File: config.mk
export PLATFORM = sky130hd
export DESIGN_NAME = voice_phase_accumulator
export DESIGN_NICKNAME = d
export VERILOG_FILES = /design/src/rtl/voice_phase_accumulator.sv
export SDC_FILE = /design/constraint.sdc
export NUM_CORES = 1
export LEC_CHECK = 0
export CAP_MARGIN = 25
export CORE_ASPECT_RATIO = 0.75
export CORE_MARGIN = 4
export CORE_UTILIZATION = 25
export CTS_BUF_LIST = sky130_fd_sc_hd__clkbuf_8
export DETAILED_ROUTE_END_ITERATION = 6
export PLACE_DENSITY_LB_ADDON = 0.12
export SETUP_SLACK_MARGIN = 0.1
export SYNTH_ARGS = -nofsm -noshare
export SYNTH_HDL_FRONTEND = slang
export SYNTH_SLANG_ARGS = --single-unit
File: constraint.sdc
create_clock -name clk -period 11.7 [get_ports clk]
set_clock_uncertainty 0.15 [all_clocks]
set_input_delay 2.34 -clock clk [delete_from_list [all_inputs] [get_ports clk]]
set_output_delay 2.34 -clock clk [all_outputs]
set_load 0.02 [all_outputs]
File: src/rtl/voice_phase_accumulator.sv
// Time-multiplexed polyphonic phase accumulator feeding the quarter-wave sine stage.
// One voice is serviced per clock after each sample tick; the top 16 phase bits
// leave with their voice index and gate so later stages can realign them.
module voice_phase_accumulator #(
    parameter int unsigned VOICES  = 8,
    parameter int unsigned VOICE_W = 3
) (
    input  logic               clk,
    input  logic               reset_n,
    input  logic               i_sample_tick,
    input  logic               i_wr_en,
    input  logic [VOICE_W-1:0] i_wr_voice,
    input  logic [31:0]        i_wr_tuning,
    input  logic               i_wr_gate,
    output logic [15:0]        o_phase,
    output logic [VOICE_W-1:0] o_voice,
    output logic               o_gate,
    output logic               o_valid,
    output logic               o_busy,
    output logic               o_overrun
);

    localparam int unsigned ACC_W   = 32;
    localparam int unsigned PHASE_W = 16;

    typedef enum logic {
        IDLE = 1'b0,
        RUN  = 1'b1
    } state_t;

    state_t state_q;
    state_t state_d;

    logic [VOICE_W-1:0] cnt_q;
    logic [VOICE_W-1:0] cnt_d;

    logic svc_c;
    logic last_c;
    logic overrun_set_c;

    logic [ACC_W-1:0]  acc_q    [VOICES];
    logic [ACC_W-1:0]  tuning_q [VOICES];
    logic [VOICES-1:0] gate_q;

    logic             svc_gate_c;
    logic [ACC_W-1:0] svc_acc_c;
    logic             note_on_c;

    // Last voice of the round is being serviced.
    assign last_c = (cnt_q == VOICE_W'(VOICES - 1));

    // Service datapath: reads the registers before any same-cycle write lands.
    assign svc_gate_c = gate_q[cnt_q];
    assign svc_acc_c  = svc_gate_c ? (acc_q[cnt_q] + tuning_q[cnt_q]) : '0;

    // A write that raises a closed gate restarts that voice from phase zero.
    assign note_on_c = i_wr_en && i_wr_gate && !gate_q[i_wr_voice];

    // FSM state and voice counter registers.
    always_ff @(posedge clk or negedge reset_n) begin
        if (!reset_n) begin
            state_q <= IDLE;
            cnt_q   <= '0;
        end else begin
            state_q <= state_d;
            cnt_q   <= cnt_d;
        end
    end

    // Next-state logic: one voice per RUN cycle, ticks during RUN are flagged, not obeyed.
    always_comb begin
        state_d       = state_q;
        cnt_d         = cnt_q;
        svc_c         = 1'b0;
        overrun_set_c = 1'b0;
        case (state_q)
            IDLE: begin
                if (i_sample_tick) begin
                    state_d = RUN;
                    cnt_d   = '0;
                end
            end
            RUN: begin
                svc_c = 1'b1;
                cnt_d = cnt_q + VOICE_W'(1);
                if (i_sample_tick) begin
                    overrun_set_c = 1'b1;
                end
                if (last_c) begin
                    state_d = IDLE;
                    cnt_d   = '0;
                end
            end
            default: begin
                state_d = IDLE;
                cnt_d   = '0;
            end
        endcase
    end

    // Per-voice control registers, writable in any state.
    always_ff @(posedge clk or negedge reset_n) begin
        if (!reset_n) begin
            for (int i = 0; i < int'(VOICES); i++) begin
                tuning_q[i] <= '0;
            end
            gate_q <= '0;
        end else if (i_wr_en) begin
            tuning_q[i_wr_voice] <= i_wr_tuning;
            gate_q[i_wr_voice]   <= i_wr_gate;
        end
    end

    // Accumulators: advance on service, cleared on note-on (which wins if both hit one voice).
    always_ff @(posedge clk or negedge reset_n) begin
        if (!reset_n) begin
            for (int i = 0; i < int'(VOICES); i++) begin
                acc_q[i] <= '0;
            end
        end else begin
            if (svc_c) begin
                acc_q[cnt_q] <= svc_acc_c;
            end
            if (note_on_c) begin
                acc_q[i_wr_voice] <= '0;
            end
        end
    end

    // Registered output stage, one cycle behind the service.
    always_ff @(posedge clk or negedge reset_n) begin
        if (!reset_n) begin
            o_phase <= '0;
            o_voice <= '0;
            o_gate  <= 1'b0;
            o_valid <= 1'b0;
            o_busy  <= 1'b0;
        end else begin
            o_valid <= svc_c;
            o_busy  <= (state_d == RUN);
            if (svc_c) begin
                o_phase <= svc_acc_c[ACC_W-1 -: PHASE_W];
                o_voice <= cnt_q;
                o_gate  <= svc_gate_c;
            end
        end
    end

    // Sticky overrun flag, cleared only by reset.
    always_ff @(posedge clk or negedge reset_n) begin
        if (!reset_n) begin
            o_overrun <= 1'b0;
        end else if (overrun_set_c) begin
            o_overrun <= 1'b1;
        end
    end

endmodule

==> flow_summary.yaml, run 1 <==
layout:
  area_delta_synth_final_pct: 17.6
  layout.cells.non_filler: 3980
  drive_above_1_share: 0.250
  nets: 2559
  fillers: 11000
  fin_util: 0.297
worst_hold_path:
  hold_start: "o_overrun"
  whs_path_depth: 1
  hold_end: "o_overrun"
  hp-class: "reg2reg"
place:
  place.gp.congestion: 0.899
  place_ws_ps: 5320
  portBuffers: 62
  dpl.cell_count: 3798
  detailed_place_hpwl_um: 66900
synth:
  synth.cell_area_um2: 26600
  yosysUniqueCellTypes: 75
  synth-seq-cells: 546
  synthSimpleGateAreaFrac: 0.0941
  synth_seq_area_share: 0.514
  ys_async_sr_fraction: 1.00
  synth_edf_count: 0
  synth_xor_area_frac: 0.00828
  synth_compound_area_frac: 0.161
  synth_flop_cell: "dfrtp_1"
  synth_top_family_by_area: "multiplexers"
  synth_fa_ha_area_frac: 0.0163
  ys_warn_count: 0
  syn_avg_cell_area_um2: 11.1
  muxShareOfSynthArea: 0.179
  syn-num-nets: 2475
  syn_inst: 2401
timing:
  drv_slew: 0
  fin_crit_ps: 6500
  holdWs_ps: 313
  final.period_utilization: 0.556
  tns_ps: 0
  rsz0062_at_grt: "no"
  max_freq_ghz: 0.154
  setup_ws_ps: 5200
  worst_pin_slew_ps: 1100
  relSlewSlack: 0.264
  hold_violations: 0
  setup_viol: 0
cts:
  clkTransAtPathRegs_ps: 60
  cts_hold_buf: 0
  cts_resized: 0
  clock_tree.buffer_depth: 3
  clk_latency_ps: 780
  post-cts-setup-buffers: 0
  ctsRootBufferMaster: "clkbuf_8"
  numCtsBuffers: 98
  htreeDepth: 3
  cts_tree: "built"
  cts_num_sinks: 546
detailed_routing:
  num_vias: 20900
  wl_um: 109000
  via_per_inst: 5.24
  drt_iter0_drc: 1774
  drc: 0
  first_pass_iters: 5
  route.detailed.wl_per_inst_um: 27.3
  ant_nets: 0
setup_path:
  cpMostUsedCell: "nand2_1"
  arrival_ps: 7060
  worstPathRequired_ps: 12260
  r2r-end: "acc_q[252]"
  startpoint_type: "flop"
  crit_fanout: 89
  slowest_stage: "buf_4"
  critPathKind: "reg2reg"
  cp-end-kind: "flop"
  r2r-start: "cnt_q[1]"
  cp_top_family: "buffers and inverters"
  crit_buf_inv: 4
  r2r_cells: 18
  r2r_slack_ps: 5200
  critical_path.cell_chain: "buf_12, buf_4, nand2_1, nor2_2, buf_4, nand2_1, nand2_1, ha_1, inv_1, fa_1, nor2b_1, o31a_1, o31a_1, o21ai_2, o311ai_4, a211oi_2, xnor2_2, a22o_1"
  critPathLaunch: "cnt_q[1]"
  critPathMaxStageDelay_ps: 720
global_routing:
  antenna_found_initial: 9
  grt_pass1_wl_um: 157000
  grt_max_degree: 165
  grt_pass1_vias: 21200
  grt-ovfl-total: 0
  grt.total_usage: 0.191
floorplanning:
  die_h_um: 290
  fp.dieArea_um2: 112000
  die_x_um: 385
  core.rowCount: 103
  initial_utilization: 0.252
  coreArea_um2: 105000
  ioPinCount: 63
pwr:
  internal_power_w: 0.00523
  power_per_cell_area_nw_per_um2: 326
  leakage_nw: 13.3
  switching_share: 0.487
  seqPwrFrac: 0.271
  p_comb_frac: 0.546
  p_sw_w: 0.00496
  peakVddDrop_mv: 0.182
  clkPwrFrac: 0.183
run:
  max_cap_violations: 0
run_status:
  status: "complete, no violations"
## per-layer routing
layer,GRT usage,wire (um),up-vias
met1,0.283,52200,11000
met3,0.0354,6910,172
met2,0.282,46500,749
met5,0,0,-
met4,0.0588,3080,0
li1,-,-,8972
## flip-flops by register name (all words and copies together) (netlist names)
| signal | count |
|---|---|
| acc_q | 256 |
| cnt_q | 3 |
| gate_q | 8 |
| o_busy | 1 |
| o_gate | 1 |
| o_overrun | 1 |
| o_phase | 16 |
| o_valid | 1 |
| o_voice | 3 |
| tuning_q | 256 |
## Yosys cell counts (22+ instances only)
master	count	area [um2]
o21ai_0	91	455
dfrtp_1	546	13700
nor3_1	22	110
nand3_1	39	195
clkbuf_1	131	492
mux2i_1	73	731
mux2_2	328	3690
a221o_1	22	220
nor2_1	117	439
ha_1	33	413
a221oi_1	46	403
a21oi_1	177	886
a22oi_1	41	308
a22o_1	97	850
nand2_1	350	1310
## cells by family after synthesis
family	count (synthesis)
muxes	416
AOI/OAI and AO/OA	608
buffers and inverters	184
DFF	546
adders and majority gates	34
and+or+nand+nor	593
xor gates and xnor gates	20
## cell type report
type | instances | area [um2] | area share
flip-flops and latches | 546 | 13700 | 0.437
multi-input cells | 1671 | 12400 | 0.395
well taps | 1417 | 1770 | 0.0567
clock buffers | 122 | 1680 | 0.0537
repair buffers | 149 | 1420 | 0.0453
clock inverters | 51 | 285 | 0.00912
inverters | 19 | 71.3 | 0.00228
diodes | 5 | 12.5 | 0.000400
## power by group through the flow
| stage | Clock (W) | Combinational, W | Sequential, W |
|---|---|---|---|
| global route | 0.00200 | 0.00594 | 0.00282 |
| floorplan | 0 | 0.00336 | 0.00268 |
| global placement | 0 | 0.00541 | 0.00278 |
| CTS | 0.00193 | 0.00552 | 0.00276 |
| detailed placement | 0 | 0.00551 | 0.00279 |
| finish | 0.00186 | 0.00557 | 0.00276 |
## cell usage in the layout (no fill, tap or decap), types with 8 or more instances in the layout
cell type / instances
inv_1: 51
nor2_2: 14
a22oi_1: 41
xnor2_1: 8
nor2_1: 99
nand3_1: 37
nor2b_1: 11
clkbuf_8: 122
o31ai_1: 11
a21oi_1: 177
and2_1: 15
clkdlybuf4s50_1: 61
a21o_1: 11
a222oi_1: 9
mux4_2: 15
clkinv_2: 8
a221o_1: 22
nand4_1: 8
o22ai_1: 13
mux2i_1: 73
nor3_1: 16
a221oi_1: 46
nand2_1: 350
o21ai_0: 91
a211oi_1: 10
a22o_1: 97
buf_4: 76
dfrtp_1: 543
mux2_2: 328
a22o_2: 8
a32oi_1: 8
ha_1: 33
## how the worst max path moves through the flow
stage,end,slack [ps],cells past startpoint
6_report,acc_q[252],5200,18
3_5_place_dp,acc_q[252],5320,18
4_1_cts,acc_q[252],5290,18
5_1_grt,o_phase[14],4950,18
2_1_floorplan,o_phase[15],7170,18
3_3_place_gp,acc_q[126],5320,17
## metrics by stage
step | total power (W) | instance area, um2
2_1_floorplan | 0.00604 | 26600
3_3_place_gp | 0.00819 | 29100
3_5_place_dp | 0.00830 | 29200
4_1_cts | 0.0102 | 31200
5_1_grt | 0.0108 | 31300
6_report | 0.0102 | 31300
No activity file was read; power rests on OpenSTA's default activity.
==> run 2, diff against run 1 <==
==> constraint.sdc (replaced) <==
create_clock -name clk -period 6.33 [get_ports clk]
set_clock_uncertainty 0.15 [all_clocks]
set_input_delay 1.266 -clock clk [delete_from_list [all_inputs] [get_ports clk]]
set_output_delay 1.266 -clock clk [all_outputs]
set_load 0.02 [all_outputs]
==> run 2 against run 1 <==
  * First-iteration DRC count is 1.1% lower
  * Clock power grew 84%
  * Wire length is 0.33% lower
  * Sequential power rose by 84%
  * Critical path depth shrank 4
  * Non-clock buffer count is 26 higher
  * Power increased by 86%
  * Critical path type unchanged
  * Die area unchanged
  * Sequential cell count did not move
  * Clock-buffer cell count up 3
  * Sequential share of layout area fell by 0.22 points
  * Worst setup slack worse by 4200 ps
==> flow_summary.yaml, run 2 (same netlist as run 1, synthesis figures left out) <==
cts:
  cts_resized: 0
  cts_num_sinks: 546
  ctsRootBufferMaster: "clkbuf_8"
  clock_tree.buffer_depth: 3
  cts_tree: "built"
  numCtsBuffers: 99
  clkTransAtPathRegs_ps: 60
  post-cts-setup-buffers: 0
  cts_hold_buf: 0
  clk_latency_ps: 770
  htreeDepth: 3
floorplanning:
  ioPinCount: 63
  fp.dieArea_um2: 112000
  coreArea_um2: 105000
  core.rowCount: 103
  die_h_um: 290
  initial_utilization: 0.252
  die_x_um: 385
setup_path:
  cp-end-kind: "flop"
  critPathLaunch: "cnt_q[1]"
  critPathMaxStageDelay_ps: 680
  critical_path.cell_chain: "buf_12, mux4_2, nor2_1, a21oi_1, a221o_1, ha_1, and3_2, and3_1, a21oi_2, o221ai_1, a211o_1, a41o_1, mux2i_1, nand3_1"
  arrival_ps: 5820
  crit_fanout: 48
  cp_top_family: "compound AO/OA/AOI/OAI gates"
  crit_buf_inv: 1
  startpoint_type: "flop"
  r2r-start: "cnt_q[1]"
  worstPathRequired_ps: 6810
  critPathKind: "reg2reg"
  slowest_stage: "dfrtp_4"
layout:
  nets: 2586
  area_delta_synth_final_pct: 18.2
  top_regs: "acc_q: 256 flops, tuning_q: 256 flops, o_phase: 16 flops"
  fin_util: 0.298
  final_common_cell: "dfrtp_1"
  drive_above_1_share: 0.255
  layout.cells.non_filler: 4002
  final_cell_mix: "dfrtp_1, nand2_1, mux2_2"
place:
  place_ws_ps: 1060
  portBuffers: 62
  detailed_place_hpwl_um: 68900
  dpl.cell_count: 3826
  place.gp.congestion: 0.888
global_routing:
  grt_pass1_vias: 21200
  grt_pass1_wl_um: 156000
  grt.total_usage: 0.192
  grt_max_degree: 140
  grt-ovfl-total: 0
  antenna_found_initial: 6
timing:
  final.period_utilization: 0.844
  tns_ps: 0
  fin_crit_ps: 5350
  max_freq_ghz: 0.187
  drv_slew: 0
  worst_pin_slew_ps: 1080
  rsz0062_at_grt: "no"
  hold_violations: 0
  setup_viol: 0
  relSlewSlack: 0.278
  setup_ws_ps: 985
worst_hold_path:
  hold_start: "o_overrun"
  hp-class: "reg2reg"
detailed_routing:
  route.detailed.wl_per_inst_um: 27.1
  ant_nets: 0
  via_per_inst: 5.14
  drc: 0
  drt_iter0_drc: 1754
  wl_um: 108000
  first_pass_iters: 7
  num_vias: 20600
pwr:
  peakVddDrop_mv: 0.360
  leakage_nw: 13.4
  power_per_cell_area_nw_per_um2: 603
run_status:
  status: "complete, no violations"
run:
  max_cap_violations: 0
[run 2: cell types whose count changed in the layout (fill, tap and decap cells not counted), sizes merged]
cell / change
clkinvlp: -3
inv: -2
buf: +26
diode: -1
clkinv: -1
clkbuf: +3
[run 2: through the flow]
step                power [W]  instance area (um2)  hold slack (ps)
floorplan              0.0112                26600              294
detailed placement     0.0155                29400              303
finish                 0.0190                31400              312
global placement       0.0153                29300              309
CTS                    0.0190                31400              323
global route           0.0201                31400              327
[run 2: final cells by class]
type | count | area (um2)
fillers | 10900 | 74000
flip-flops and latches | 546 | 13700
multi-input cells | 1671 | 12300
well taps | 1417 | 1770
clock buffers | 125 | 1720
repair buffers | 175 | 1610
clock inverters | 45 | 251
inverters | 19 | 71.3
diodes | 4 | 10.0
[run 2: path summary, 6_finish.rpt]
| path | endpoint | slack [ps] | cells past startpoint |
|---|---|---|---|
| hold reg to reg | o_overrun | 310 | 1 |
| hold / removal | o_overrun | 310 | 1 |
| max in group asynchronous | acc_q[39] | 4190 | 2 |
| setup / recovery | o_phase[15] | 980 | 14 |
| setup reg to reg | o_phase[15] | 980 | 14 |
| min in group asynchronous | tuning_q[185] | 410 | 1 |
[run 2: power by group]
group	switching, W	internal (W)	total, W
clock network	0.00158	0.00184	0.00343
registers	0.000580	0.00450	0.00508
logic	0.00697	0.00348	0.0105
total	0.00914	0.00982	0.0190
[run 2: per-layer routing]
metal,vias to the layer above,wire (um),GRT usage
li1,9030,-,-
met1,10700,52100,0.280
met2,709,45600,0.279
met3,155,7810,0.0505
met4,2,2860,0.0538
met5,-,13,0
[run 2: worst reg2reg max path, stage by stage (launching register included)]
cell      delay (ps)
dfrtp_4          680
buf_12           380
mux4_2           590
nor2_1           230
a21oi_1           80
a221o_1          360
ha_1             490
and3_2           250
and3_1           170
a21oi_2           90
o221ai_1         430
a211o_1          330
a41o_1           630
mux2i_1          250
nand3_1          100
